==> src/rtl/soc_run_ctrl_pkg.sv <==
// Shared types and constants for the SoC run controller: FSM states,
// status bit positions, the default tohost mailbox and the sequence-counter width.
package soc_run_ctrl_pkg;

  typedef enum logic [1:0] {
    HOLD    = 2'd0,
    RELEASE = 2'd1,
    RUN     = 2'd2,
    DONE    = 2'd3
  } run_state_e;

  localparam int ST_DONE    = 0;
  localparam int ST_PASS    = 1;
  localparam int ST_FAIL    = 2;
  localparam int ST_TIMEOUT = 3;
  localparam int ST_W       = 4;

  localparam logic [31:0] TOHOST_ADDR_DEFAULT = 32'h0000_1000;

  // The sequence counter only ever holds values up to max(RST_CYCLES, STAGGER)-1.
  function automatic int seq_cnt_w(input int rst_cycles, input int stagger);
    int span;
    span = (rst_cycles > stagger) ? rst_cycles : stagger;
    return (span < 2) ? 1 : $clog2(span);
  endfunction

endpackage

==> src/rtl/run_rst_seq.sv <==
// Staggered reset-release sequencer: holds every domain in reset for RST_CYCLES,
// then releases domain i STAGGER cycles after domain i-1.
module run_rst_seq
  import soc_run_ctrl_pkg::*;
#(
  parameter int N_DOMAINS  = 2,
  parameter int RST_CYCLES = 5,
  parameter int STAGGER    = 4
) (
  input  logic                 clk,
  input  logic                 rst,
  input  logic                 clr_i,
  input  logic                 en_i,
  output logic                 hold_done_o,
  output logic                 seq_done_o,
  output logic [N_DOMAINS-1:0] dom_rst_o
);

  localparam int CW = seq_cnt_w(RST_CYCLES, STAGGER);
  localparam int IW = (N_DOMAINS > 1) ? $clog2(N_DOMAINS) : 1;
  localparam logic [IW-1:0] LAST_IDX = IW'(N_DOMAINS - 1);
  localparam logic [CW-1:0] HOLD_LIM = CW'(RST_CYCLES - 1);
  localparam logic [CW-1:0] STAG_LIM = CW'((STAGGER > 0) ? STAGGER - 1 : 0);

  logic [CW-1:0]        cnt_q, cnt_d;
  logic [IW-1:0]        idx_q, idx_d;
  logic [N_DOMAINS-1:0] dom_rst_q, dom_rst_d;
  logic                 at_limit;

  always_comb begin
    at_limit    = (idx_q == '0) ? (cnt_q == HOLD_LIM) : (cnt_q == STAG_LIM);
    hold_done_o = en_i && at_limit && (idx_q == '0);
    seq_done_o  = en_i && at_limit && ((STAGGER == 0) || (idx_q == LAST_IDX));
    cnt_d       = cnt_q;
    idx_d       = idx_q;
    dom_rst_d   = dom_rst_q;
    if (clr_i) begin
      cnt_d     = '0;
      idx_d     = '0;
      dom_rst_d = '1;
    end else if (en_i) begin
      if (!at_limit) begin
        cnt_d = cnt_q + 1'b1;
      end else begin
        cnt_d = '0;
        // The final step clears everything at once, which also covers STAGGER==0.
        if (seq_done_o) begin
          dom_rst_d = '0;
        end else begin
          dom_rst_d[idx_q] = 1'b0;
          idx_d            = idx_q + 1'b1;
        end
      end
    end
  end

  always_ff @(posedge clk or posedge rst) begin
    if (rst) begin
      cnt_q <= '0;
      idx_q <= '0;
    end else begin
      cnt_q <= cnt_d;
      idx_q <= idx_d;
    end
  end

  for (genvar gi = 0; gi < N_DOMAINS; gi++) begin : g_dom
    always_ff @(posedge clk or posedge rst) begin
      if (rst) dom_rst_q[gi] <= 1'b1;
      else     dom_rst_q[gi] <= dom_rst_d[gi];
    end
  end

  assign dom_rst_o = dom_rst_q;

endmodule

==> src/rtl/soc_run_ctrl.sv <==
// SoC run controller: staggered domain reset release, run-cycle counting, tohost
// completion snoop and watchdog. RUN_CTRL_KICK_WDOG_EN selects a kick-based idle watchdog.
module soc_run_ctrl
  import soc_run_ctrl_pkg::*;
#(
  parameter int                N_DOMAINS      = 2,
  parameter int                RST_CYCLES     = 5,
  parameter int                STAGGER        = 4,
  parameter int                TIMEOUT_CYCLES = 2100,
  parameter int                CNT_W          = 32,
  parameter int                ADDR_W         = 32,
  parameter logic [ADDR_W-1:0] TOHOST_ADDR    = ADDR_W'(TOHOST_ADDR_DEFAULT)
) (
  input  logic                 clk,
  input  logic                 rst,
  input  logic                 sw_rst_req,
  input  logic                 mem_wr_en,
  input  logic [ADDR_W-1:0]    mem_wr_addr,
  input  logic [31:0]          mem_wr_data,
`ifdef RUN_CTRL_KICK_WDOG_EN
  input  logic                 wdog_kick,
`endif
  output logic [N_DOMAINS-1:0] dom_rst,
  output logic                 run_active,
  output logic                 done,
  output logic                 pass,
  output logic                 fail,
  output logic                 timeout,
  output logic [30:0]          exit_code,
  output logic [CNT_W-1:0]     cycle_count
);

  run_state_e       state_q, state_d;
  logic [ST_W-1:0]  status_q, status_d;
  logic [30:0]      exit_code_q, exit_code_d;
  logic [CNT_W-1:0] cycle_q, cycle_d;
  logic             run_active_q;
  logic             seq_en, seq_clr, hold_done, seq_done, tohost_hit, wdog_expired;

  run_rst_seq #(
    .N_DOMAINS  (N_DOMAINS),
    .RST_CYCLES (RST_CYCLES),
    .STAGGER    (STAGGER)
  ) u_seq (
    .clk         (clk),
    .rst         (rst),
    .clr_i       (seq_clr),
    .en_i        (seq_en),
    .hold_done_o (hold_done),
    .seq_done_o  (seq_done),
    .dom_rst_o   (dom_rst)
  );

`ifdef RUN_CTRL_KICK_WDOG_EN
  logic [CNT_W-1:0] idle_q, idle_d;

  always_comb begin
    idle_d = idle_q;
    if (sw_rst_req || state_q != RUN || wdog_kick) idle_d = '0;
    else if (idle_q != '1)                          idle_d = idle_q + 1'b1;
  end

  always_ff @(posedge clk or posedge rst) begin
    if (rst) idle_q <= '0;
    else     idle_q <= idle_d;
  end

  assign wdog_expired = !wdog_kick && (idle_q == CNT_W'(TIMEOUT_CYCLES - 1));
`else
  assign wdog_expired = (cycle_q == CNT_W'(TIMEOUT_CYCLES - 1));
`endif

  // Even tohost values are console bytes, not completion.
  assign tohost_hit = mem_wr_en && (mem_wr_addr == TOHOST_ADDR) && mem_wr_data[0];

  always_comb begin
    state_d     = state_q;
    status_d    = status_q;
    exit_code_d = exit_code_q;
    cycle_d     = cycle_q;
    seq_en      = 1'b0;
    case (state_q)
      HOLD: begin
        seq_en = 1'b1;
        if (seq_done)       state_d = RUN;
        else if (hold_done) state_d = RELEASE;
      end
      RELEASE: begin
        seq_en = 1'b1;
        if (seq_done) state_d = RUN;
      end
      RUN: begin
        if (cycle_q != '1) cycle_d = cycle_q + 1'b1;
        if (tohost_hit) begin
          state_d            = DONE;
          status_d[ST_DONE]  = 1'b1;
          status_d[ST_PASS]  = (mem_wr_data == 32'd1);
          status_d[ST_FAIL]  = (mem_wr_data != 32'd1);
          exit_code_d        = mem_wr_data[31:1];
        end else if (wdog_expired) begin
          state_d              = DONE;
          status_d[ST_DONE]    = 1'b1;
          status_d[ST_TIMEOUT] = 1'b1;
        end
      end
      DONE: begin
      end
      default: state_d = HOLD;
    endcase
    if (sw_rst_req) begin
      state_d     = HOLD;
      status_d    = '0;
      exit_code_d = '0;
      cycle_d     = '0;
      seq_en      = 1'b0;
    end
  end

  // Entering or sitting in DONE keeps every domain frozen in reset.
  assign seq_clr = sw_rst_req || (state_d == DONE);

  always_ff @(posedge clk or posedge rst) begin
    if (rst) begin
      state_q      <= HOLD;
      status_q     <= '0;
      exit_code_q  <= '0;
      cycle_q      <= '0;
      run_active_q <= 1'b0;
    end else begin
      state_q      <= state_d;
      status_q     <= status_d;
      exit_code_q  <= exit_code_d;
      cycle_q      <= cycle_d;
      run_active_q <= (state_d == RUN);
    end
  end

  assign run_active  = run_active_q;
  assign done        = status_q[ST_DONE];
  assign pass        = status_q[ST_PASS];
  assign fail        = status_q[ST_FAIL];
  assign timeout     = status_q[ST_TIMEOUT];
  assign exit_code   = exit_code_q;
  assign cycle_count = cycle_q;

endmodule

==> config.mk <==
export PLATFORM = sky130hd
export DESIGN_NAME = soc_run_ctrl
export DESIGN_NICKNAME = d
export VERILOG_FILES = /design/src/rtl/soc_run_ctrl_pkg.sv /design/src/rtl/run_rst_seq.sv /design/src/rtl/soc_run_ctrl.sv
export SDC_FILE = /design/constraint.sdc
export NUM_CORES = 1
export LEC_CHECK = 0
export ABC_AREA = 1
export CELL_PAD_IN_SITES_DETAIL_PLACEMENT = 0
export CELL_PAD_IN_SITES_GLOBAL_PLACEMENT = 1
export CORE_MARGIN = 2
export CORE_UTILIZATION = 35
export CTS_CLUSTER_DIAMETER = 80
export DETAILED_ROUTE_END_ITERATION = 7
export PLACE_DENSITY = 0.95
export SLEW_MARGIN = 15
export SYNTH_ARGS = -nofsm -noshare
export SYNTH_HDL_FRONTEND = slang
export SYNTH_SLANG_ARGS = --single-unit
==> constraint.sdc <==
create_clock -name clk -period 4.3 [get_ports clk]
set_input_delay 0.43 -clock clk [delete_from_list [all_inputs] [get_ports clk]]
set_output_delay 0.43 -clock clk [all_outputs]
set_load 0.005 [all_outputs]
==> out/summary.json <==
{
  "first_pass_iters": 4,
  "element_type_at_the_critical_path_start": "flip-flop",
  "syn_to_final_growth_pct": 41.1,
  "cellLeakagePower_uw": 0.00255,
  "buffers_on_ports": 137,
  "path_cells": "ha_1, nand2_2, nor2_4, nand2_4, nor3_4, nand4_1, nand2_2, inv_2, nand3_1, nand2_1, a21oi_1",
  "initial_core_util": 0.358,
  "critPathMaxStageDelay_ns": 0.53,
  "grt_pass1_wl_um": 21900,
  "synthesis.area_um2": 4290,
  "netlist.area_leader.share": 0.432,
  "finalWeightedCongestion": 0.955,
  "synth_area_per_cell_um2": 7.33,
  "synth.largest_area_cell": "dfrtp_1",
  "share_seq_of_total_power": 0.432,
  "final_nets": 784,
  "tmin_final_ns": 2.80,
  "cts_max_level": 3,
  "postSynth.topFlopCell": "dfrtp_1",
  "ant_nets": 0,
  "ys_seq_area_frac": 0.444,
  "number_of_drc_markers_after_the_initial_detailed_route_iteration": 191,
  "synth_seq_cells": 76,
  "regToRegSetupSlack_ns": 1.50,
  "number_of_standard_cells_in_the_final_layout_excluding_fillers": 866,
  "tritoncts.num_buffers": 9,
  "power_switching_share": 0.252,
  "placed_cells_incl_taps": 850,
  "grt_util_all_layers": 0.212,
  "crit-reg2reg-launch": "cycle_count[0]",
  "boundaryPins": 138,
  "crit_path_top_delay_cell": "nand2_2",
  "asyncSetResetFlopFracSynth": 1.00,
  "worst_hold_slack_ns": 0.496,
  "die_w_um": 115,
  "grt.overflow.total": 0,
  "crit_buf_inv": 1,
  "cts.sink_count": 76,
  "run_status": "complete, no violations",
  "core_um2": 12000,
  "r2r-end": "cycle_count[12]",
  "irDropWorstVdd_mv": 0.150,
  "timing.final.setup_violations": 0,
  "die_area_um2": 13100,
  "required_ns": 4.56,
  "antenna_found_initial": 0,
  "timing.reg2reg.worst_path_depth": 11,
  "crit_top_cell": "nand2_2",
  "drt_drc_violations_left": 0,
  "hold_buffers": 0,
  "postCtsSetupBuffers": 0,
  "first_global_vias": 4441,
  "fin_worst_skew_ns": 0.0118,
  "clk_root_buffer_cell": "clkbuf_16",
  "wirelength_um": 13200,
  "place.detailed.hpwl_um": 10100,
  "clkTransAtPathRegs_ns": 0.06,
  "postLayoutCoreUtil": 0.505,
  "post-route-period-util": 0.652,
  "synth_top_cells_by_count": "nor2_1 (138), nand2_1 (126), dfrtp_1 (74), inv_1 (44), o21ai_0 (34)",
  "clock_power_share": 0.438,
  "p_switching_uw": 448,
  "synth_most_common_cell": "nor2_1",
  "die_y_um": 115,
  "avgViaCountPerCell": 5.12,
  "worst_slew_margin_rel": 0.368,
  "clock_insertion_delay_worst_skew_ns": 0.34,
  "fin_tns_setup_ns": 0,
  "combPwrFrac": 0.130,
  "floorplan.rows": 40,
  "post_synth_num_cell_types": 34,
  "mappedNetlistNets": 655,
  "hold_path.startpoint": "exit_code[8]",
  "slew_viol_final": 0,
  "internal_power_uw": 1330,
  "critPathTopFamily": "simple AND/OR/NAND/NOR gates",
  "netlist_top_cells_area": "dfrtp_1 (43%), nor2_1 (12%), nand2_1 (11%)",
  "placement.cell_area_um2": 5740,
  "cp.depth": 11,
  "crit_path_category": "flip-flop to flip-flop",
  "grt_max_degree": 61,
  "detail_route.wl_per_cell_um": 15.3,
  "antennaDiodeCount": 0,
  "hold_path.class": "flip-flop to flip-flop",
  "worstHoldEndpoint": "exit_code[8]",
  "critical_path.max_fanout": 39,
  "clock_path_buffers": 2,
  "hold_viol": 0,
  "max_slew.worst_pin.slew_ns": 0.946,
  "cp_endpoint_kind": "flip-flop",
  "drv_cap": 0,
  "worst_setup_path_startpoint": "cycle_count[0]",
  "fmaxAchievable_mhz": 357,
  "layout-drive-gt1-share": 0.0501,
  "post_cts_resized": 0,
  "synth_cells": 585,
  "stdcell_area_um2": 6050,
  "worstPathArrival_ns": 3.06,
  "post_synth_edffs": 0,
  "yosys_warnings": 0,
  "power_density_nw_per_um2": 294,
  "hold_critical_path_depth": 2,
  "tritoncts": "yes",
  "rsz0062_at_grt": "no",
  "routed-via-count": 4436
}
==> worst max path at each step <==
stage	to
after floorplan	cycle_count[0]
after global placement	u_seq.cnt_q[2]
after detailed placement	u_seq.cnt_q[1]
after CTS	cycle_count[12]
after global routing	cycle_count[12]
final	cycle_count[12]
==> worst register-to-register path, stage by stage, from the launching register on <==
cell and delay [ns]:
dfrtp_1 0.45, ha_1 0.29, nand2_2 0.11, nor2_4 0.18, nand2_4 0.10, nor3_4 0.20, nand4_1 0.14, nand2_2 0.53
inv_2 0.36, nand3_1 0.17, nand2_1 0.07, a21oi_1 0.14
==> per-layer routing <==
layer,up-vias,part of all wire,global-route usage
li1,2176,-,-
met1,2045,0.43,0.275
met2,196,0.46,0.344
met3,19,0.087,0.0545
met4,0,0.017,0.0724
met5,-,0,0
==> cells in the final DEF, fill, tap and decap left out, types with 2 or more instances in the layout <==
cell	instances
a21oi_1	5
buf_4	4
clkbuf_16	9
clkdlybuf4s50_1	137
clkinv_4	3
dfrtp_1	74
dfstp_2	2
ha_1	2
inv_1	43
nand2_1	126
nand2_2	4
nand3_1	31
nand3b_1	4
nand4_1	18
nor2_1	138
nor2_4	2
nor3_1	18
nor4_1	7
o2111ai_1	2
o21ai_0	34
o21ai_1	14
o31ai_1	13
or2_2	2
xnor2_1	7
xor2_1	8
==> metrics by stage <==
step | power [uW] | worst slack (ns)
6_report | 1780 | 1.50
5_1_grt | 1860 | 1.27
4_1_cts | 1800 | 1.56
3_5_place_dp | 1010 | 1.37
3_3_place_gp | 1010 | 1.44
2_1_floorplan | 870 | 1.93
==> cell type report <==
class / count / area, um^2
inverters: 45 / 170
repair buffers: 141 / 1400
clock buffers: 9 / 225
clock inverters: 7 / 83.8
well taps: 147 / 184
fillers: 1149 / 5920
multi-input cells: 441 / 2080
flip-flops and latches: 76 / 1900
==> logic make-up (layout without fill, tap and decap cells) <==
family          count (synthesis)  count (layout)  synth area share
xor+xnor                       15              15            0.0307
compound gates                 69              69            0.0905
simple gates                  355             355             0.358
buf+inv                        68             202            0.0709
fa+ha+maj                       2               2           0.00584
flops                          76              76             0.444
==> flip-flops by register name, indices dropped and copies added (netlist names) <==
register / cells
status_q: 4
u_seq.cnt_q: 3
u_seq.dom_rst_o: 2
run_active: 1
state_q: 2
u_seq.idx_q: 1
cycle_count: 32
exit_code: 31
==> power by group through the flow <==
| stage | sequential (uW) | clock, uW | combinational [uW] |
|---|---|---|---|
| floorplan | 779 | 0 | 91.0 |
| global placement | 781 | 0 | 229 |
| CTS | 769 | 794 | 235 |
| finish | 770 | 779 | 232 |
| detailed placement | 780 | 0 | 234 |
| global route | 773 | 824 | 259 |
Note: power is estimated with default switching activity, not from simulation.
